<file path="config.mk">
export PLATFORM = sky130hd
export DESIGN_NAME = ps2_host_tx
export DESIGN_NICKNAME = d
export VERILOG_FILES = /design/src/rtl/ps2_host_tx.sv
export SDC_FILE = /design/constraint.sdc
export NUM_CORES = 1
export LEC_CHECK = 0
export ABC_AREA = 1
export CORE_MARGIN = 2
export CORE_UTILIZATION = 48
export DETAILED_ROUTE_END_ITERATION = 6
export HOLD_SLACK_MARGIN = 0.08
export PLACE_DENSITY = 0.74
export SLEW_MARGIN = 30
export SYNTH_ARGS = -nofsm -noshare
export SYNTH_HDL_FRONTEND = slang
export SYNTH_SLANG_ARGS = --single-unit
export TNS_END_PERCENT = 10
</file>
<file path="constraint.sdc">
create_clock -name clk -period 4.6 [get_ports clk]
set_input_delay 1.15 -clock clk [delete_from_list [all_inputs] [get_ports clk]]
set_output_delay 1.15 -clock clk [all_outputs]
set_load 0.02 [all_outputs]
</file>
<file path="src/rtl/ps2_host_tx.sv">
// PS/2 host-to-device command transmitter: request-to-send, 11-bit frame, device ACK check.
// Data line updates 3 clk after a device clock fall; tx_ready low (tx_valid ignored) from accept until done/timeout.
module ps2_host_tx #(
    parameter int INHIBIT_CYCLES = 5000,
    parameter int SETUP_CYCLES   = 250,
    parameter int TIMEOUT_CYCLES = 750000
) (
    input  logic       clk,
    input  logic       rst,
    input  logic [7:0] tx_data,
    input  logic       tx_valid,
    output logic       tx_ready,
    input  logic       ps2_clk_in,
    input  logic       ps2_data_in,
    output logic       ps2_clk_oe,
    output logic       ps2_data_oe,
    output logic       busy,
    output logic       done,
    output logic       ack_err,
    output logic       timeout
);

    localparam int MAX_A   = (INHIBIT_CYCLES > SETUP_CYCLES) ? INHIBIT_CYCLES : SETUP_CYCLES;
    localparam int MAX_CYC = (TIMEOUT_CYCLES > MAX_A) ? TIMEOUT_CYCLES : MAX_A;
    localparam int CNT_W   = $clog2(MAX_CYC + 1);

    localparam logic [CNT_W-1:0] INH_LAST = CNT_W'(INHIBIT_CYCLES - 1);
    localparam logic [CNT_W-1:0] SET_LAST = CNT_W'(SETUP_CYCLES - 1);
    localparam logic [CNT_W-1:0] TO_LAST  = CNT_W'(TIMEOUT_CYCLES - 1);

    typedef enum logic [2:0] {
        S_IDLE,
        S_INHIBIT,
        S_REQ,
        S_FRAME,
        S_ACK,
        S_WAIT_IDLE
    } state_t;

    state_t           state_q, state_d;
    logic [CNT_W-1:0] cnt_q, cnt_d;
    logic [3:0]       bitcnt_q, bitcnt_d;
    logic [7:0]       byte_q, byte_d;
    logic             parity_q, parity_d;
    logic             data_oe_q, data_oe_d;
    logic             ack_bad_q, ack_bad_d;
    logic             clk_s1_q, clk_s1_d, clk_s2_q, clk_s2_d, clk_prev_q, clk_prev_d;
    logic             dat_s1_q, dat_s1_d, dat_s2_q, dat_s2_d;
    logic             fall;

    assign fall        = clk_prev_q & ~clk_s2_q;
    assign tx_ready    = (state_q == S_IDLE);
    assign busy        = (state_q != S_IDLE);
    assign ps2_clk_oe  = (state_q == S_INHIBIT) || (state_q == S_REQ);
    assign ps2_data_oe = data_oe_q;

    always_comb begin
        state_d    = state_q;
        cnt_d      = cnt_q;
        bitcnt_d   = bitcnt_q;
        byte_d     = byte_q;
        parity_d   = parity_q;
        data_oe_d  = data_oe_q;
        ack_bad_d  = ack_bad_q;
        done       = 1'b0;
        ack_err    = 1'b0;
        timeout    = 1'b0;
        clk_s1_d   = ps2_clk_in;
        clk_s2_d   = clk_s1_q;
        clk_prev_d = clk_s2_q;
        dat_s1_d   = ps2_data_in;
        dat_s2_d   = dat_s1_q;

        case (state_q)
            S_IDLE: begin
                data_oe_d = 1'b0;
                if (tx_valid) begin
                    byte_d   = tx_data;
                    parity_d = ~^tx_data;
                    cnt_d    = '0;
                    state_d  = S_INHIBIT;
                end
            end
            S_INHIBIT: begin
                if (cnt_q == INH_LAST) begin
                    cnt_d     = '0;
                    data_oe_d = 1'b1;
                    state_d   = S_REQ;
                end else begin
                    cnt_d = cnt_q + 1'b1;
                end
            end
            S_REQ: begin
                if (cnt_q == SET_LAST) begin
                    cnt_d    = '0;
                    bitcnt_d = '0;
                    state_d  = S_FRAME;
                end else begin
                    cnt_d = cnt_q + 1'b1;
                end
            end
            S_FRAME: begin
                // bitcnt_q counts falls already seen; the bit for this fall is indexed by it
                if (fall) begin
                    bitcnt_d = bitcnt_q + 1'b1;
                    if (bitcnt_q < 4'd8) begin
                        data_oe_d = ~byte_q[bitcnt_q[2:0]];
                    end else if (bitcnt_q == 4'd8) begin
                        data_oe_d = ~parity_q;
                    end else begin
                        data_oe_d = 1'b0;
                        state_d   = S_ACK;
                    end
                end
            end
            S_ACK: begin
                if (fall) begin
                    ack_bad_d = dat_s2_q;
                    state_d   = S_WAIT_IDLE;
                end
            end
            S_WAIT_IDLE: begin
                if (clk_s2_q && dat_s2_q) begin
                    done    = 1'b1;
                    ack_err = ack_bad_q;
                    state_d = S_IDLE;
                end
            end
            default: begin
                data_oe_d = 1'b0;
                state_d   = S_IDLE;
            end
        endcase

        // Watchdog on device clocking; an abort wins over a same-cycle completion
        if (state_q == S_FRAME || state_q == S_ACK || state_q == S_WAIT_IDLE) begin
            if (fall) begin
                cnt_d = '0;
            end else if (cnt_q == TO_LAST) begin
                timeout   = 1'b1;
                done      = 1'b0;
                ack_err   = 1'b0;
                data_oe_d = 1'b0;
                cnt_d     = '0;
                state_d   = S_IDLE;
            end else begin
                cnt_d = cnt_q + 1'b1;
            end
        end
    end

    always_ff @(posedge clk or posedge rst) begin
        if (rst) begin
            state_q    <= S_IDLE;
            cnt_q      <= '0;
            bitcnt_q   <= '0;
            byte_q     <= '0;
            parity_q   <= 1'b0;
            data_oe_q  <= 1'b0;
            ack_bad_q  <= 1'b0;
            clk_s1_q   <= 1'b1;
            clk_s2_q   <= 1'b1;
            clk_prev_q <= 1'b1;
            dat_s1_q   <= 1'b1;
            dat_s2_q   <= 1'b1;
        end else begin
            state_q    <= state_d;
            cnt_q      <= cnt_d;
            bitcnt_q   <= bitcnt_d;
            byte_q     <= byte_d;
            parity_q   <= parity_d;
            data_oe_q  <= data_oe_d;
            ack_bad_q  <= ack_bad_d;
            clk_s1_q   <= clk_s1_d;
            clk_s2_q   <= clk_s2_d;
            clk_prev_q <= clk_prev_d;
            dat_s1_q   <= dat_s1_d;
            dat_s2_q   <= dat_s2_d;
        end
    end

endmodule

</file>
==> results.py <==
metrics = {
    "run_status": {
        "status": "completed",
    },
    "floorplanning": {
        "dieArea_sq_um": 6746,
        "die_w_microns": 82.14,
        "fp-row-count": 28,
        "io_pins": 20,
        "start_util": 0.4949,
        "die_h_microns": 82.14,
        "core_area_sq_um": 5921,
    },
    "cells_and_area": {
        "regArea_sq_um": 1082,
        "multi_input_area_sq_um": 1610,
        "nets": 442,
        "drive_gt1_frac": 0.1455,
        "num_antenna_cells": 0,
        "syn2layout_area_growth_pct": 11.87,
        "nFillCells": 547,
    },
    "power_and_ir_drop": {
        "power_switching_mw": 0.3745,
        "p_seq_frac": 0.478,
        "swShare": 0.3449,
        "ir_worst_vdd_uv": 178.0,
        "clkPwrFrac": 0.274,
        "power_density_nw_per_um2": 331.3,
        "power_frac_comb": 0.248,
        "internal_power_mw": 0.7115,
        "leakagePower_nw": 1.453,
    },
    "cts": {
        "cts_sinks": 43,
        "post_cts_buffers": 0,
        "cts_tree": "yes",
        "numCtsBuffers": 5,
        "clkTransAtPathRegs_ns": 0.08,
        "clockBufferDepth": 2,
        "cts.hold.buffers_added": 0,
        "root_buffer": "clkbuf_8",
        "cts_max_level": 2,
        "cts_resized": 0,
        "clkLatencyLatePin_ns": 0.30,
    },
    "critical_path": {
        "startpoint_type": "register",
        "critPathRequiredTime_ns": 3.45,
        "critPathArrivalTime_ns": 2.60,
        "worstSetupPathType": "reg2out",
        "ff2ff_path_depth": 7,
        "cp_max_fo": 13,
        "r2r_end": "cnt_q[12]",
        "critPathCaptureType": "output port",
        "rrSetupSlack_ns": 2.55,
        "rr_startpoint": "state_q[0]",
    },
    "grt": {
        "grt_overflow": 0,
        "grt_pass1_vias": 2525,
        "grt_antenna_before_repair": 0,
        "grt_max_degree": 24,
        "grt.total_usage": 0.2447,
        "grt_pass1_wl_microns": 12350,
    },
    "min_path": {
        "min_delay_path_depth": 0,
        "min_path_type": "reg2reg",
        "hp-start": "dat_s1_q",
        "hold_end": "dat_s2_q",
    },
    "synthesis": {
        "synth_edf_count": 0,
        "ys.flop_type": "dfrtp_1",
        "synth_nets": 422,
        "synth.distinct_cells": 33,
        "synth_common_cells": "108 x nand2_1, 57 x nand3_1, 38 x dfrtp_1, 38 x inv_1, 34 x nor2_1",
        "synth_top_area_frac": 0.3245,
        "seq_area_frac_synth": 0.3693,
        "netlist_area_sq_um": 2930,
        "ys_ff_latch": 43,
        "synth_warnings": 0,
        "ys_async_sr_fraction": 1.000,
        "syn_area_per_cell_sq_um": 7.235,
        "synth.area.top_cells": "dfrtp_1 32%, nand2_1 14%, nand3_1 9.7%, inv_1 4.9%, dfstp_2 4.5%",
        "syn_inst": 405,
        "synth_most_common_cell": "nand2_1",
        "yosys.area.top_type": "dfrtp_1",
    },
    "job": {
        "cap_violations": 0,
    },
    "placement": {
        "hpwl_microns": 5662,
        "gp_congestion": 0.8944,
        "dpl_worst_slack_ns": 1.233,
        "numPortBuffers": 19,
    },
    "sta": {
        "hold_viol": 0,
        "tightest_slew_ns": 0.9848,
        "maxSlewHeadroom": 0.3390,
        "setup_violations": 0,
        "rsz0062_at_grt": "no",
        "finalMaxSlewViolations": 0,
        "tns_ns": 0,
        "period_share": 0.8152,
        "finClkSkew_ns": 0.01096,
        "clock.fmax_ghz": 0.2667,
        "worst_slack_ns": 0.8502,
        "fin_crit_ns": 3.750,
    },
    "routing": {
        "post-route-drc-count": 0,
        "drt-total-wl_microns": 7565,
        "viasPerCell": 5.487,
        "drt-initial-drc-count": 174,
        "postRouteAntennaNets": 0,
        "wl_per_cell_microns": 15.10,
        "dr.pass1.iters": 5,
        "vias": 2749,
    },
}
[worst max-delay path, stage by stage (launching register included)]
cell,delay (ns)
dfrtp_1,0.45
inv_2,0.08
o21ai_1,0.78
nand3_1,0.28
inv_1,0.11
clkdlybuf4s50_1,0.60
[stage by stage]
| stage | area, sq um | std cells | utilization | power [mW] | hold slack (ns) |
|---|---|---|---|---|---|
| global route | 3278 | 501 | 0.5537 | 1.148 | 0.3623 |
| CTS | 3278 | 501 | 0.5537 | 1.092 | 0.3610 |
| detailed placement | 3172 | 493 | 0.5357 | 0.7934 | 0.3485 |
| floorplan | 2930 | 405 | - | 0.7121 | 0.3452 |
| finish | 3278 | 501 | 0.5537 | 1.086 | 0.3583 |
| global placement | 3172 | 493 | 0.5357 | 0.7819 | 0.3459 |
[routing by layer]
metal / GRT usage / up-vias / part of all wire
met5: 0 / - / 0
met4: 0.08667 / 0 / 0.014
met3: 0.04348 / 10 / 0.048
met2: 0.3976 / 84 / 0.48
met1: 0.3285 / 1302 / 0.46
li1: - / 1353 / -
[cell usage in the layout, fill, tap and decap left out, types with 3 or more instances in the layout]
cell             instances
a21oi_1                  7
a21oi_2                  9
clkbuf_8                 5
clkdlybuf4s50_1         19
dfrtp_1                 38
dfstp_2                  5
ha_1                     4
inv_1                   38
inv_2                   10
nand2_1                108
nand2_2                  8
nand3_1                 57
nand4_1                 12
nor2_1                  34
nor2_2                  11
nor3_1                   6
nor3_2                   3
o211ai_1                 4
o21ai_0                 10
o21ai_1                  4
xnor2_1                  7
xor2_1                  11
[kinds of logic after synthesis]
group / count (synthesis) / synth area share
AND/OR/NAND/NOR: 244 / 0.3843
buffers and inverters: 56 / 0.08113
flip-flops: 43 / 0.3693
AO/OA/AOI/OAI: 39 / 0.09053
XOR/XNOR: 18 / 0.05380
adder cells (fa/ha/maj): 4 / 0.01708
multiplexers: 1 / 0.003843
[area by class of cell]
cell class              count  area share
multi-input cells         306      0.4912
clock inverters             1    0.009160
well taps                  75     0.02863
repair buffers             21     0.06260
flip-flops and latches     43      0.3302
inverters                  48     0.05496
clock buffers               7     0.02328
[worst max path at each step]
stage                from  endpoint  slack [ns]
4_1_cts        state_q[2]   timeout        0.88
2_1_floorplan    cnt_q[0]   timeout        2.13
3_5_place_dp   state_q[2]   timeout        1.23
6_report       state_q[2]   timeout        0.85
5_1_grt        state_q[2]   timeout        0.70
3_3_place_gp   state_q[2]   timeout        1.30
[sequential cells by signal, summed over array words and instances (netlist names)]
signal       flops
bitcnt_q         4
state_q          3
dat_s2_q         1
clk_s1_q         1
byte_q           8
clk_prev_d       1
ack_bad_q        1
ps2_data_oe      1
clk_prev_q       1
parity_q         1
dat_s1_q         1
cnt_q           20
[power groups by stage]
| stage | combinational (mW) | sequential (mW) | clock (mW) |
|---|---|---|---|
| floorplan | 0.214 | 0.498 | 0 |
| CTS | 0.270 | 0.517 | 0.305 |
| detailed placement | 0.269 | 0.524 | 0 |
| global route | 0.303 | 0.528 | 0.317 |
| finish | 0.269 | 0.519 | 0.297 |
| global placement | 0.261 | 0.521 | 0 |
Power figures use the tool's default switching activity.
